**src/rtl/csa_resolve_pkg.sv**
```systemverilog
// Shared widths, FSM state encoding and sizing helper for the carry-save resolver.
package csa_resolve_pkg;

    localparam int CSA_W     = 132;
    localparam int CSA_CHUNK = 33;

    typedef enum logic [1:0] {
        CSAR_IDLE = 2'd0,
        CSAR_BUSY = 2'd1,
        CSAR_DONE = 2'd2
    } csar_state_e;

    // Counter width for n chunks; never collapses to zero bits.
    function automatic int csa_cnt_w(input int n);
        return (n > 1) ? $clog2(n) : 1;
    endfunction

endpackage

```
**src/rtl/csa_resolve_if.sv**
```systemverilog
// Operand-in / result-out handshake bundle between compressor tree, resolver and result mux.
interface csa_resolve_if #(
    parameter int W = csa_resolve_pkg::CSA_W
) ();
    logic         in_valid;
    logic         in_ready;
    logic [W-1:0] in_c;
    logic [W-1:0] in_s;
    logic         out_valid;
    logic         out_ready;
    logic [W-1:0] out_res;

    modport master (
        output in_valid, in_c, in_s, out_ready,
        input  in_ready, out_valid, out_res
    );

    modport slave (
        input  in_valid, in_c, in_s, out_ready,
        output in_ready, out_valid, out_res
    );
endinterface

```
**src/rtl/csa_chunk_add.sv**
```systemverilog
// CHUNK-bit adder with carry-in/carry-out; pure combinational, no backpressure.
module csa_chunk_add #(
    parameter int CHUNK = 33
) (
    input  logic [CHUNK-1:0] i_a,
    input  logic [CHUNK-1:0] i_b,
    input  logic             i_ci,
    output logic [CHUNK-1:0] o_sum,
    output logic             o_co
);
    assign {o_co, o_sum} = {1'b0, i_a} + {1'b0, i_b} + {{CHUNK{1'b0}}, i_ci};
endmodule

```
**src/rtl/csa_resolve.sv**
```systemverilog
// Resolves a carry-save pair to binary, one CHUNK slice per cycle; latency NCHUNK cycles.
// Result held with out_valid until out_ready; a new pair may be accepted in the same cycle as the result handshake.
module csa_resolve
    import csa_resolve_pkg::*;
#(
    parameter int W     = CSA_W,
    parameter int CHUNK = CSA_CHUNK
) (
    input  logic         clk,
    input  logic         rst_n,
    input  logic         flush,
    csa_resolve_if.slave bus
);
    localparam int NCHUNK = W / CHUNK;
    localparam int KW     = csa_cnt_w(NCHUNK);
    localparam int BW     = $clog2(W);
    localparam logic [KW-1:0] K_LAST = KW'(NCHUNK - 1);

    csar_state_e      r_state;
    csar_state_e      w_state_nxt;
    logic [KW-1:0]    r_k;
    logic             r_cy;
    logic [W-1:0]     r_op_c;
    logic [W-1:0]     r_op_s;
    logic [W-1:0]     r_res;

    logic [BW-1:0]    w_base;
    logic [CHUNK-1:0] w_a;
    logic [CHUNK-1:0] w_b;
    logic [CHUNK-1:0] w_sum;
    logic             w_co;
    logic             w_in_rdy;
    logic             w_accept;

    // Flush masks in_ready so an offered operand in the flush cycle is never taken.
    assign w_in_rdy  = !flush && ((r_state == CSAR_IDLE) ||
                                  ((r_state == CSAR_DONE) && bus.out_ready));
    assign w_accept  = bus.in_valid && w_in_rdy;

    assign bus.in_ready  = w_in_rdy;
    assign bus.out_valid = (r_state == CSAR_DONE);
    assign bus.out_res   = r_res;

    assign w_base = BW'(r_k) * BW'(CHUNK);
    assign w_a    = r_op_c[w_base +: CHUNK];
    assign w_b    = r_op_s[w_base +: CHUNK];

    csa_chunk_add #(
        .CHUNK (CHUNK)
    ) u_add (
        .i_a   (w_a),
        .i_b   (w_b),
        .i_ci  (r_cy),
        .o_sum (w_sum),
        .o_co  (w_co)
    );

    always_comb begin
        w_state_nxt = r_state;
        case (r_state)
            CSAR_IDLE: if (w_accept) w_state_nxt = CSAR_BUSY;
            CSAR_BUSY: if (r_k == K_LAST) w_state_nxt = CSAR_DONE;
            CSAR_DONE: if (bus.out_ready) w_state_nxt = w_accept ? CSAR_BUSY : CSAR_IDLE;
            default:   w_state_nxt = CSAR_IDLE;
        endcase
        if (flush) begin
            w_state_nxt = CSAR_IDLE;
        end
    end

    always_ff @(posedge clk or negedge rst_n) begin
        if (!rst_n) begin
            r_state <= CSAR_IDLE;
        end else begin
            r_state <= w_state_nxt;
        end
    end

    // Carry out of the top chunk is simply dropped: the next accept clears r_cy.
    always_ff @(posedge clk or negedge rst_n) begin
        if (!rst_n) begin
            r_k    <= '0;
            r_cy   <= 1'b0;
            r_op_c <= '0;
            r_op_s <= '0;
            r_res  <= '0;
        end else if (flush) begin
            r_k  <= '0;
            r_cy <= 1'b0;
        end else if (w_accept) begin
            r_op_c <= bus.in_c;
            r_op_s <= bus.in_s;
            r_k    <= '0;
            r_cy   <= 1'b0;
        end else if (r_state == CSAR_BUSY) begin
            r_res[w_base +: CHUNK] <= w_sum;
            r_cy                   <= w_co;
            r_k                    <= (r_k == K_LAST) ? '0 : r_k + KW'(1);
        end
    end

endmodule
```
**src/flat_wrapper.sv**
```systemverilog
// flat-port wrapper written by rule: the top's interface ports become plain ports
module csa_resolve_flat import csa_resolve_pkg::*;
#(
    parameter int W     = CSA_W,
    parameter int CHUNK = CSA_CHUNK
)
  (clk, rst_n, flush, bus_in_valid, bus_in_c, bus_in_s, bus_out_ready, bus_in_ready, bus_out_valid, bus_out_res);
  csa_resolve_if #(.W(W)) bus_i ();
  input  logic clk;
  input  logic rst_n;
  input  logic flush;
  input wire logic [$bits(bus_i.in_valid)-1:0] bus_in_valid;
  input wire logic [$bits(bus_i.in_c)-1:0] bus_in_c;
  input wire logic [$bits(bus_i.in_s)-1:0] bus_in_s;
  input wire logic [$bits(bus_i.out_ready)-1:0] bus_out_ready;
  output wire logic [$bits(bus_i.in_ready)-1:0] bus_in_ready;
  output wire logic [$bits(bus_i.out_valid)-1:0] bus_out_valid;
  output wire logic [$bits(bus_i.out_res)-1:0] bus_out_res;
  assign bus_i.in_valid = bus_in_valid;
  assign bus_i.in_c = bus_in_c;
  assign bus_i.in_s = bus_in_s;
  assign bus_i.out_ready = bus_out_ready;
  assign bus_in_ready = bus_i.in_ready;
  assign bus_out_valid = bus_i.out_valid;
  assign bus_out_res = bus_i.out_res;
  csa_resolve #(.W(W), .CHUNK(CHUNK)) u_core (.clk(clk), .rst_n(rst_n), .flush(flush), .bus(bus_i));
endmodule
```
**config.mk**
```make
export PLATFORM = sky130hd
export DESIGN_NAME = csa_resolve_flat
export DESIGN_NICKNAME = d
export VERILOG_FILES = /design/src/rtl/csa_resolve_pkg.sv /design/src/rtl/csa_resolve_if.sv /design/src/rtl/csa_chunk_add.sv /design/src/rtl/csa_resolve.sv /design/src/flat_wrapper.sv
export SDC_FILE = /design/constraint.sdc
export NUM_CORES = 1
export LEC_CHECK = 0
export CORE_MARGIN = 5
export CORE_UTILIZATION = 50
export CTS_CLUSTER_SIZE = 12
export DETAILED_ROUTE_END_ITERATION = 12
export PLACE_DENSITY = 0.79
export SKIP_LAST_GASP = 1
export SYNTH_ARGS = -nofsm -noshare
export SYNTH_HDL_FRONTEND = slang
export SYNTH_SLANG_ARGS = --single-unit
```
**constraint.sdc**
```tcl
create_clock -name clk -period 7.85 [get_ports clk]
set_input_delay 1.1775 -clock clk [delete_from_list [all_inputs] [get_ports clk]]
set_output_delay 1.1775 -clock clk [all_outputs]
set_load 0.03 [all_outputs]
```
==> results of run 1 <==
==> critical path, delay by kind of cell (launching register included) <==
kind / cells / cell delay, ns
AO/OA/AOI/OAI: 5 / 1.19
XOR/XNOR: 1 / 0.62
adder cells (fa/ha/maj): 1 / 0.49
buffers and inverters: 1 / 0.69
flip-flops: 1 / 1.01
multiplexers: 1 / 0.64
AND/OR/NAND/NOR: 2 / 0.38
==> through the flow <==
step                      util, %  worst slack [ns]
after floorplan                 -             4.105
after global placement      62.96             2.663
after detailed placement    62.96             2.557
after CTS                   66.48             2.544
after global routing        66.49             2.272
final                       66.50             2.632
==> Yosys cell counts, drive strengths merged, types with 5 or more instances <==
master,number
nand2,889
dfrtp,401
clkbuf,95
o21ai,77
mux4,66
a22o,63
ha,38
a21oi,37
nor2,20
xnor2,20
nand3,19
a21o,16
o31ai,13
buf,12
xor2,10
inv,9
a211oi,8
o21bai,8
nor3,7
and2,6
and3,6
a31oi,5
nand4,5
==> cells by family (layout without fill, tap and decap cells) <==
kind of cell,Yosys count,in the layout,share of synthesized area [%]
XOR/XNOR,30,30,1.447
AND/OR/NAND/NOR,963,963,20.50
adder cells (fa/ha/maj),40,40,2.839
AO/OA/AOI/OAI,246,246,9.324
other,0,2,0
multiplexers,66,66,8.187
flip-flops,401,401,55.27
buffers and inverters,116,494,2.433
==> placed cells by master, fill, tap and decap left out, types with 8 or more instances in the layout <==
| cell | synthesis | final |
|---|---|---|
| buf_4 | 0 | 12 |
| nand2_1 | 889 | 888 |
| nor2_1 | 20 | 20 |
| clkbuf_16 | 0 | 45 |
| xor2_1 | 10 | 10 |
| nand3_1 | 18 | 18 |
| mux4_2 | 66 | 66 |
| a21o_1 | 16 | 16 |
| o31ai_1 | 12 | 12 |
| a22o_1 | 63 | 63 |
| clkdlybuf4s50_1 | 0 | 401 |
| o21bai_1 | 8 | 8 |
| clkbuf_1 | 94 | 14 |
| o21ai_0 | 70 | 70 |
| xnor2_1 | 20 | 20 |
| ha_1 | 38 | 38 |
| inv_1 | 9 | 9 |
| a21oi_1 | 37 | 37 |
| dfrtp_1 | 401 | 399 |
==> state kept, by name, indices dropped and copies added, names as in the netlist <==
signal / flops
u_core.r_op_c: 132
u_core.r_k: 2
u_core.bus.out_res: 132
u_core.r_op_s: 132
u_core.r_cy: 1
u_core.r_state: 2
==> worst max path at each step <==
stage,slack [ns],endpoint
finish,2.63,u_core.bus.out_res[30]
global route,2.27,u_core.bus.out_res[30]
global placement,2.66,u_core.bus.out_res[127]
CTS,2.54,u_core.bus.out_res[30]
detailed placement,2.56,u_core.bus.out_res[30]
floorplan,4.10,u_core.bus.out_res[127]
==> per-layer routing <==
| layer | track usage, % | vias to the layer above |
|---|---|---|
| li1 | - | 6913 |
| met1 | 38.68 | 7453 |
| met2 | 43.76 | 697 |
| met3 | 6.494 | 94 |
| met4 | 7.227 | 2 |
| met5 | 0 | - |
==> power breakdown <==
| part | internal [mW] | switching (mW) | total [mW] |
|---|---|---|---|
| combinational | 0.736 | 1.14 | 1.87 |
| clock | 1.07 | 0.787 | 1.86 |
| sequential | 2.37 | 0.199 | 2.57 |
| total | 4.18 | 2.12 | 6.30 |
==> cell type report <==
type | count | area, um^2
fill | 2739 | 11980
timing repair buffer | 416 | 4159
antenna | 2 | 5.005
multi-input combinational | 1345 | 7690
clock buffer | 62 | 1220
sequential | 401 | 10040
clock inverter | 7 | 40.04
inverter | 9 | 33.78
tap | 461 | 576.8
==> flow_metrics.py, run 1 <==
metrics = {
    "run_status": {
        "status": "finished, final reports clean",
    },
    "finish": {
        "synthToLayoutAreaGrowth_pct": 30.90,
        "stdcell_count": 2703,
        "drive_gt1_share_pct": 6.652,
        "fin_area_um2": 23770,
        "finalNetCount": 2525,
    },
    "worst_setup_path": {
        "cp_data_required_time_ns": 8.21,
        "crit_arrival_ns": 5.58,
        "ff2ff_setup_slack_ns": 2.63,
        "crit_type": "flop to flop",
        "slowest_delay_ns": 1.01,
        "r2r-end": "u_core.bus.out_res[30]",
        "startpoint": "u_core.r_k[0]",
        "cp_max_fo": 42,
        "path_cells": "buf_4 -> mux4_2 -> fa_1 -> a211oi_1 -> o21ai_1 -> nand3_1 -> and3_1 -> o21a_1 -> o21ai_2 -> xnor2_1 -> o21ai_0",
        "worst_setup_path_end_kind": "flop",
        "r2r_cells": 11,
        "slowest_stage": "dfrtp_4",
        "crit_path_start_kind": "flop",
        "r2r_start": "u_core.r_k[0]",
    },
    "global_route": {
        "track_usage_pct": 27.52,
        "antenna_found_initial": 3,
        "grt_pass1_wl_mm": 89.12,
        "gr-total-overflow": 0,
        "grt_start_max_net_pins": 188,
        "grt_pass1_vias": 15600,
    },
    "hold_path": {
        "whs_path_depth": 2,
        "hold_path.class": "flop to flop",
        "whs_endpoint": "u_core.r_op_c[92]",
        "worstHoldStart": "u_core.r_op_c[92]",
    },
    "logic_synthesis": {
        "synthesis.nets": 2171,
        "synth_edf_count": 0,
        "synth_cell_types": 51,
        "yosysTopAreaCell": "dfrtp_1",
        "yosysWarnings": 0,
        "ys_async_sr_fraction_pct": 100.0,
        "ys_seq_area_share_pct": 55.27,
        "synth_cells": 1862,
        "yosysTopAreaCellShare_pct": 55.27,
        "syn_area_um2": 18160,
        "synth_flop_cell": "dfrtp_1",
        "synth.area.top_cells": "dfrtp_1, nand2_1, mux4_2",
        "ys_ff_latch": 401,
        "syn_avg_cell_area_um2": 9.751,
    },
    "cts": {
        "h-tree-depth": 2,
        "clkLatencyLatePin_ns": 0.52,
        "cts_tree": "done",
        "cts_setup_buffers": 0,
        "numClockSinks": 401,
        "clk_pin_slew_ns": 0.06,
        "clockBufferDepth": 3,
        "postCtsHoldBufs": 0,
        "cts_buffers": 43,
        "root_buffer": "clkbuf_16",
        "cts_resized": 0,
    },
    "timing": {
        "rsz0062_at_grt": "no",
        "period_share_pct": 66.48,
        "fmax_mhz": 191.6,
        "hold-worst-slack_ns": 0.4679,
        "slew_violations": 0,
        "layout_min_cycle_time_ns": 5.218,
        "worst_pin_slew_ns": 1.147,
        "hold_viol": 0,
        "setup_violations": 0,
        "slew_headroom_pct": 23.56,
        "worst_clock_skew_ns": 0.008954,
        "final.setup.tns_ns": 0,
    },
    "detailed_routing": {
        "drt-total-wl_mm": 56.60,
        "top_layer": "met5",
        "drc_errors": 0,
        "met1_length_mm": 23.77,
        "dr.pass1.iters": 5,
        "detail_route.wl_per_cell_um": 20.94,
        "wl_met3_mm": 4.767,
        "drt_iter0_markers": 1318,
        "vias": 15159,
        "detail_route.vias_per_cell": 5.608,
        "ant_nets": 0,
        "wl_met2_mm": 26.65,
    },
    "pwr": {
        "p_leak_nw": 11.30,
        "total_power_mw": 6.301,
        "ir_drop_v": 0.0001314,
        "p_per_area_nw_per_um2": 265.1,
    },
    "placement": {
        "dp.cells": 2632,
        "gp_congestion": 0.8796,
        "place_area_um2": 22500,
        "io_buffers": 402,
        "dp_hpwl_mm": 41.00,
    },
    "die": {
        "core_um2": 35740,
        "fp.dieW_um": 200.6,
        "rows": 69,
        "ios": 403,
        "die_height_um": 200.6,
        "start_util_pct": 50.80,
        "dieArea_um2": 40220,
    },
    "flow_run": {
        "drv_cap": 0,
    },
}
(Power assumes the default switching activity.)
==> run 2, diff against run 1 <==
- CORE_UTILIZATION: 50 -> 46
- PLACE_DENSITY: 0.79 -> 0.77
- clock period: 7.85 -> 4.8 ns (I/O delays scaled with it)
==> run 2 against run 1 <==
Compared with the run above: global-route usage down 2.0 points; critical path depth unchanged; clock skew up 0.0060 ns; combinational power up 64%; sequential power up 64%; critical path type unchanged; critical endpoint is now u_core.bus.out_res[131]; largest power group unchanged.
==> flow_metrics.py, run 2 (synthesis results as in run 1) <==
metrics = {
    "pwr": {
        "total_power_mw": 10.49,
        "p_per_area_nw_per_um2": 436.2,
        "p_int_mw": 7.028,
        "switching_share_pct": 33.00,
        "p_leak_nw": 11.42,
        "ir_drop_v": 0.0002811,
        "power_switching_mw": 3.462,
        "p_seq_share_pct": 40.2,
        "p_comb_share_pct": 29.3,
        "pwr-share-clk_pct": 30.5,
    },
    "timing": {
        "slew_violations": 0,
        "rsz0062_at_grt": "no",
        "slew_headroom_pct": 37.27,
        "final.setup.tns_ns": 0,
        "period_share_pct": 89.54,
        "hold_viol": 0,
        "layout_min_cycle_time_ns": 4.298,
        "worst_pin_slew_ns": 0.9410,
        "setup_violations": 0,
        "worst_clock_skew_ns": 0.01491,
        "fmax_mhz": 232.7,
    },
    "detailed_routing": {
        "drc_errors": 0,
        "detail_route.vias_per_cell": 5.458,
        "dr.pass1.iters": 5,
        "vias": 15101,
        "drt-total-wl_mm": 56.92,
        "drt_iter0_markers": 1320,
        "ant_nets": 0,
        "detail_route.wl_per_cell_um": 20.57,
    },
    "cts": {
        "clockBufferDepth": 3,
        "root_buffer": "clkbuf_16",
        "postCtsHoldBufs": 0,
        "cts_tree": "done",
        "clkLatencyLatePin_ns": 0.53,
        "cts_buffers": 43,
        "h-tree-depth": 2,
        "cts_resized": 0,
        "cts_setup_buffers": 0,
        "clk_pin_slew_ns": 0.06,
        "numClockSinks": 401,
    },
    "flow_run": {
        "drv_cap": 0,
    },
    "worst_setup_path": {
        "crit_path_start_kind": "flop",
        "slowest_delay_ns": 0.79,
        "r2r-end": "u_core.bus.out_res[131]",
        "path_cells": "mux4_2 -> fa_1 -> fa_1 -> a211oi_1 -> o21ai_1 -> nand3_1 -> nand3_2 -> a41oi_2 -> o41ai_2 -> xnor2_1 -> o21ai_1",
        "cp_data_required_time_ns": 5.19,
        "worst_setup_path_end_kind": "flop",
        "r2r_start": "u_core.r_k[0]",
        "crit_arrival_ns": 4.69,
        "startpoint": "u_core.r_k[0]",
        "ff2ff_setup_slack_ns": 0.50,
        "cp_max_fo": 26,
        "crit_buf_inv": 0,
        "critical_path_depth": 11,
        "crit_type": "flop to flop",
        "critical_path.top_delay_family": "compound AO/OA/AOI/OAI gates",
        "r2r_cells": 11,
        "slowest_stage": "dfrtp_4",
        "endpoint": "u_core.bus.out_res[131]",
    },
    "finish": {
        "most-common-layout-cells": "nand2_1, clkdlybuf4s50_1, dfrtp_1",
        "drive_gt1_share_pct": 7.248,
        "final_common_cell": "nand2_1",
        "postLayoutCoreUtil_pct": 61.94,
        "diodes": 0,
        "finalNetCount": 2534,
        "synthToLayoutAreaGrowth_pct": 32.45,
    },
    "die": {
        "fp.dieW_um": 208.7,
        "ios": 403,
        "start_util_pct": 46.76,
        "dieArea_um2": 43540,
        "die_height_um": 208.7,
        "rows": 72,
        "core_um2": 38830,
    },
    "global_route": {
        "antenna_found_initial": 0,
        "grt_pass1_wl_mm": 88.80,
        "gr-total-overflow": 0,
        "track_usage_pct": 25.50,
        "grt_start_max_net_pins": 220,
        "grt_pass1_vias": 15534,
    },
    "placement": {
        "io_buffers": 402,
        "dp_hpwl_mm": 42.95,
        "gp_congestion": 0.9237,
    },
    "run_status": {
        "status": "finished, final reports clean",
    },
    "hold_path": {
        "hold_path.class": "input port to asynchronous set/reset pin",
    },
}
run 2: changes by cell type in the layout (fill, tap and decap cells not counted), sizes merged:
cell and change:
buf +9, clkinv +2, bufinv +3, clkinvlp -2, clkbuf -3, diode -2
run 2: layer usage:
layer	global-route usage [%]	share of wire, %	vias up
li1	-	-	6919
met3	5.189	8.2	89
met4	6.301	2.3	0
met5	0	0	-
met2	41.08	47	733
met1	36.06	43	7360
run 2: area by class of cell:
class,instances,area [um^2]
repair buffers,425,4277
clock buffers,59,1229
clock inverters,10,128.9
inverters,9,33.78
multi-input cells,1345,7690
well taps,518,648.1
fillers,3164,14780
flip-flops and latches,401,10040
run 2: worst reg2reg max path: stages, from the launching register on:
cell and delay, ns:
dfrtp_4 0.79, mux4_2 0.61, fa_1 0.46, fa_1 0.44
a211oi_1 0.41, o21ai_1 0.23, nand3_1 0.14, nand3_2 0.14
a41oi_2 0.35, o41ai_2 0.14, xnor2_1 0.34, o21ai_1 0.12
run 2: how the worst min path moves through the flow:
stage          depth (start not counted)                      to              start
2_1_floorplan                          0   u_core.bus.out_res[0]              rst_n
5_1_grt                                1       u_core.r_op_c[17]              rst_n
3_3_place_gp                           2       u_core.r_op_s[97]  u_core.r_op_s[97]
3_5_place_dp                           2       u_core.r_op_c[72]  u_core.r_op_c[72]
4_1_cts                                1  u_core.bus.out_res[62]              rst_n
6_report                               1  u_core.bus.out_res[62]              rst_n
run 2: per-stage QoR:
| step | hold slack, ns | std cells | setup WS (ns) | cell area, um^2 |
|---|---|---|---|---|
| after floorplan | 0.4244 | 1862 | 1.055 | 18160 |
| after global placement | 0.4524 | 2698 | 0.5786 | 22690 |
| after detailed placement | 0.4576 | 2698 | 0.5437 | 22690 |
| after CTS | 0.2497 | 2767 | 0.5362 | 24050 |
| after global routing | 0.2685 | 2767 | 0.2387 | 24050 |
| final | 0.2025 | 2767 | 0.5021 | 24050 |
run 2: power groups by stage:
stage	clock network, mW	logic (mW)	registers [mW]
after detailed placement	0	3.05	4.26
final	3.20	3.07	4.21
after global routing	3.41	3.32	4.26
after floorplan	0	1.54	4.40
after global placement	0	3.00	4.23
after CTS	3.26	3.07	4.21
==> run 3, diff against run 2 <==
- PLACE_DENSITY: 0.77 -> 0.83
==> run 3 against run 2 <==
Compared with the run above: global-route usage is 0.44 points higher; core utilization shrank 0.14 points; via count is 1.4% higher; highest routed layer is now met5; first-iteration DRC count fell by 9.3%; sequential power hardly changed.
==> flow_metrics.py, run 3 (synthesis results as in run 1) <==
metrics = {
    "hold_path": {
        "hold_path.class": "input port to asynchronous set/reset pin",
    },
    "pwr": {
        "power_switching_mw": 3.445,
        "p_int_mw": 6.923,
        "switching_share_pct": 33.23,
        "p_comb_share_pct": 29.4,
        "p_per_area_nw_per_um2": 432.1,
        "p_seq_share_pct": 40.6,
        "p_leak_nw": 11.39,
        "ir_drop_v": 0.0002739,
        "pwr-share-clk_pct": 30.0,
    },
    "detailed_routing": {
        "detail_route.wl_per_cell_um": 20.92,
        "dr.pass1.iters": 5,
        "ant_nets": 0,
        "drc_errors": 0,
        "vias": 15317,
        "drt_iter0_markers": 1197,
        "detail_route.vias_per_cell": 5.538,
        "drt-total-wl_mm": 57.87,
    },
    "finish": {
        "final_common_cell": "nand2_1",
        "finalNetCount": 2533,
        "postLayoutCoreUtil_pct": 61.80,
        "drive_gt1_share_pct": 7.213,
        "synthToLayoutAreaGrowth_pct": 32.16,
        "most-common-layout-cells": "nand2_1, clkdlybuf4s50_1, dfrtp_1",
        "fin_area_um2": 23990,
        "fillerInstances": 3049,
    },
    "placement": {
        "gp_congestion": 0.9493,
        "io_buffers": 402,
        "dp_hpwl_mm": 42.82,
        "place_area_um2": 22690,
    },
    "timing": {
        "rsz0062_at_grt": "no",
        "period_share_pct": 84.63,
        "hold-worst-slack_ns": 0.2881,
        "final.setup.tns_ns": 0,
        "worst_pin_slew_ns": 1.204,
        "worst_clock_skew_ns": 0.01463,
        "hold_viol": 0,
        "slew_violations": 0,
        "slew_headroom_pct": 19.70,
        "fmax_mhz": 246.2,
        "setup_violations": 0,
        "layout_min_cycle_time_ns": 4.062,
    },
    "worst_setup_path": {
        "worst_setup_path_end_kind": "flop",
        "crit_path_start_kind": "flop",
        "crit_buf_inv": 1,
        "crit_type": "flop to flop",
        "path_cells": "buf_12 -> mux4_2 -> ha_1 -> nand4_1 -> nor4_1 -> nand3_1 -> and3_1 -> o21a_1 -> xor2_1 -> o21ai_0",
        "cp_max_fo": 34,
        "critical_path_depth": 10,
        "startpoint": "u_core.r_k[0]",
        "r2r-end": "u_core.bus.out_res[26]",
        "slowest_stage": "dfrtp_4",
        "cp_data_required_time_ns": 5.19,
        "ff2ff_setup_slack_ns": 0.74,
        "critical_path.top_delay_family": "simple AND/OR/NAND/NOR gates",
        "r2r_start": "u_core.r_k[0]",
        "crit_arrival_ns": 4.45,
        "r2r_cells": 10,
        "slowest_delay_ns": 0.63,
        "endpoint": "u_core.bus.out_res[26]",
    },
    "cts": {
        "cts_buffers": 42,
        "h-tree-depth": 2,
        "cts_resized": 0,
        "clk_pin_slew_ns": 0.07,
        "postCtsHoldBufs": 0,
        "cts_tree": "done",
        "root_buffer": "clkbuf_16",
        "clockBufferDepth": 3,
        "clkLatencyLatePin_ns": 0.54,
        "numClockSinks": 401,
        "cts_setup_buffers": 0,
    },
    "run_status": {
        "status": "finished, final reports clean",
    },
    "die": {
        "fp.dieW_um": 208.7,
        "ios": 403,
        "core_um2": 38830,
        "start_util_pct": 46.76,
        "die_height_um": 208.7,
        "rows": 72,
        "dieArea_um2": 43540,
    },
    "global_route": {
        "track_usage_pct": 25.94,
        "grt_pass1_vias": 15839,
        "grt_pass1_wl_mm": 90.09,
        "gr-total-overflow": 0,
        "grt_start_max_net_pins": 261,
        "antenna_found_initial": 6,
    },
    "flow_run": {
        "drv_cap": 0,
    },
}
## run 3: power by group through the flow
stage                     clock [mW]  combinational (mW)  sequential (mW)
after floorplan                    0                1.54             4.40
after global placement             0                2.97             4.22
after detailed placement           0                3.02             4.25
after CTS                       3.16                3.04             4.20
after global routing            3.31                3.31             4.26
final                           3.11                3.05             4.21
## run 3: metal layers
layer  vias to the layer above  track usage (%)  wire, um
li1                       6915                -         -
met5                         -                0        58
met4                         8            8.078      1874
met2                       799            42.29     27470
met1                      7471            35.01     23070
met3                       124            5.984      5403
## run 3: area by class of cell
| class | instances | area (um^2) | share of cell area, % |
|---|---|---|---|
| multi-input cells | 1345 | 7690 | 32.05 |
| repair buffers | 425 | 4277 | 17.82 |
| flip-flops and latches | 401 | 10040 | 41.85 |
| diodes | 2 | 5.005 | 0.02086 |
| inverters | 9 | 33.78 | 0.1408 |
| well taps | 518 | 648.1 | 2.701 |
| clock buffers | 60 | 1240 | 5.168 |
| clock inverters | 6 | 58.81 | 0.2451 |
## run 3: worst min path at each step
stage,start,to,slack (ns),cells past startpoint
floorplan,rst_n,u_core.bus.out_res[0],0.42,0
global placement,u_core.r_op_c[77],u_core.r_op_c[77],0.45,2
detailed placement,u_core.r_op_c[125],u_core.r_op_c[125],0.46,2
CTS,rst_n,u_core.r_op_c[10],0.33,1
global route,rst_n,u_core.bus.out_res[102],0.36,1
finish,rst_n,u_core.bus.out_res[102],0.29,1
## run 3: stage by stage
stage	std cells	power (mW)	setup WS (ns)
finish	2766	10.37	0.7379
global route	2766	10.88	0.4331
CTS	2764	10.40	0.6904
detailed placement	2698	7.271	0.7128
global placement	2698	7.192	0.6759
floorplan	1862	5.941	1.055
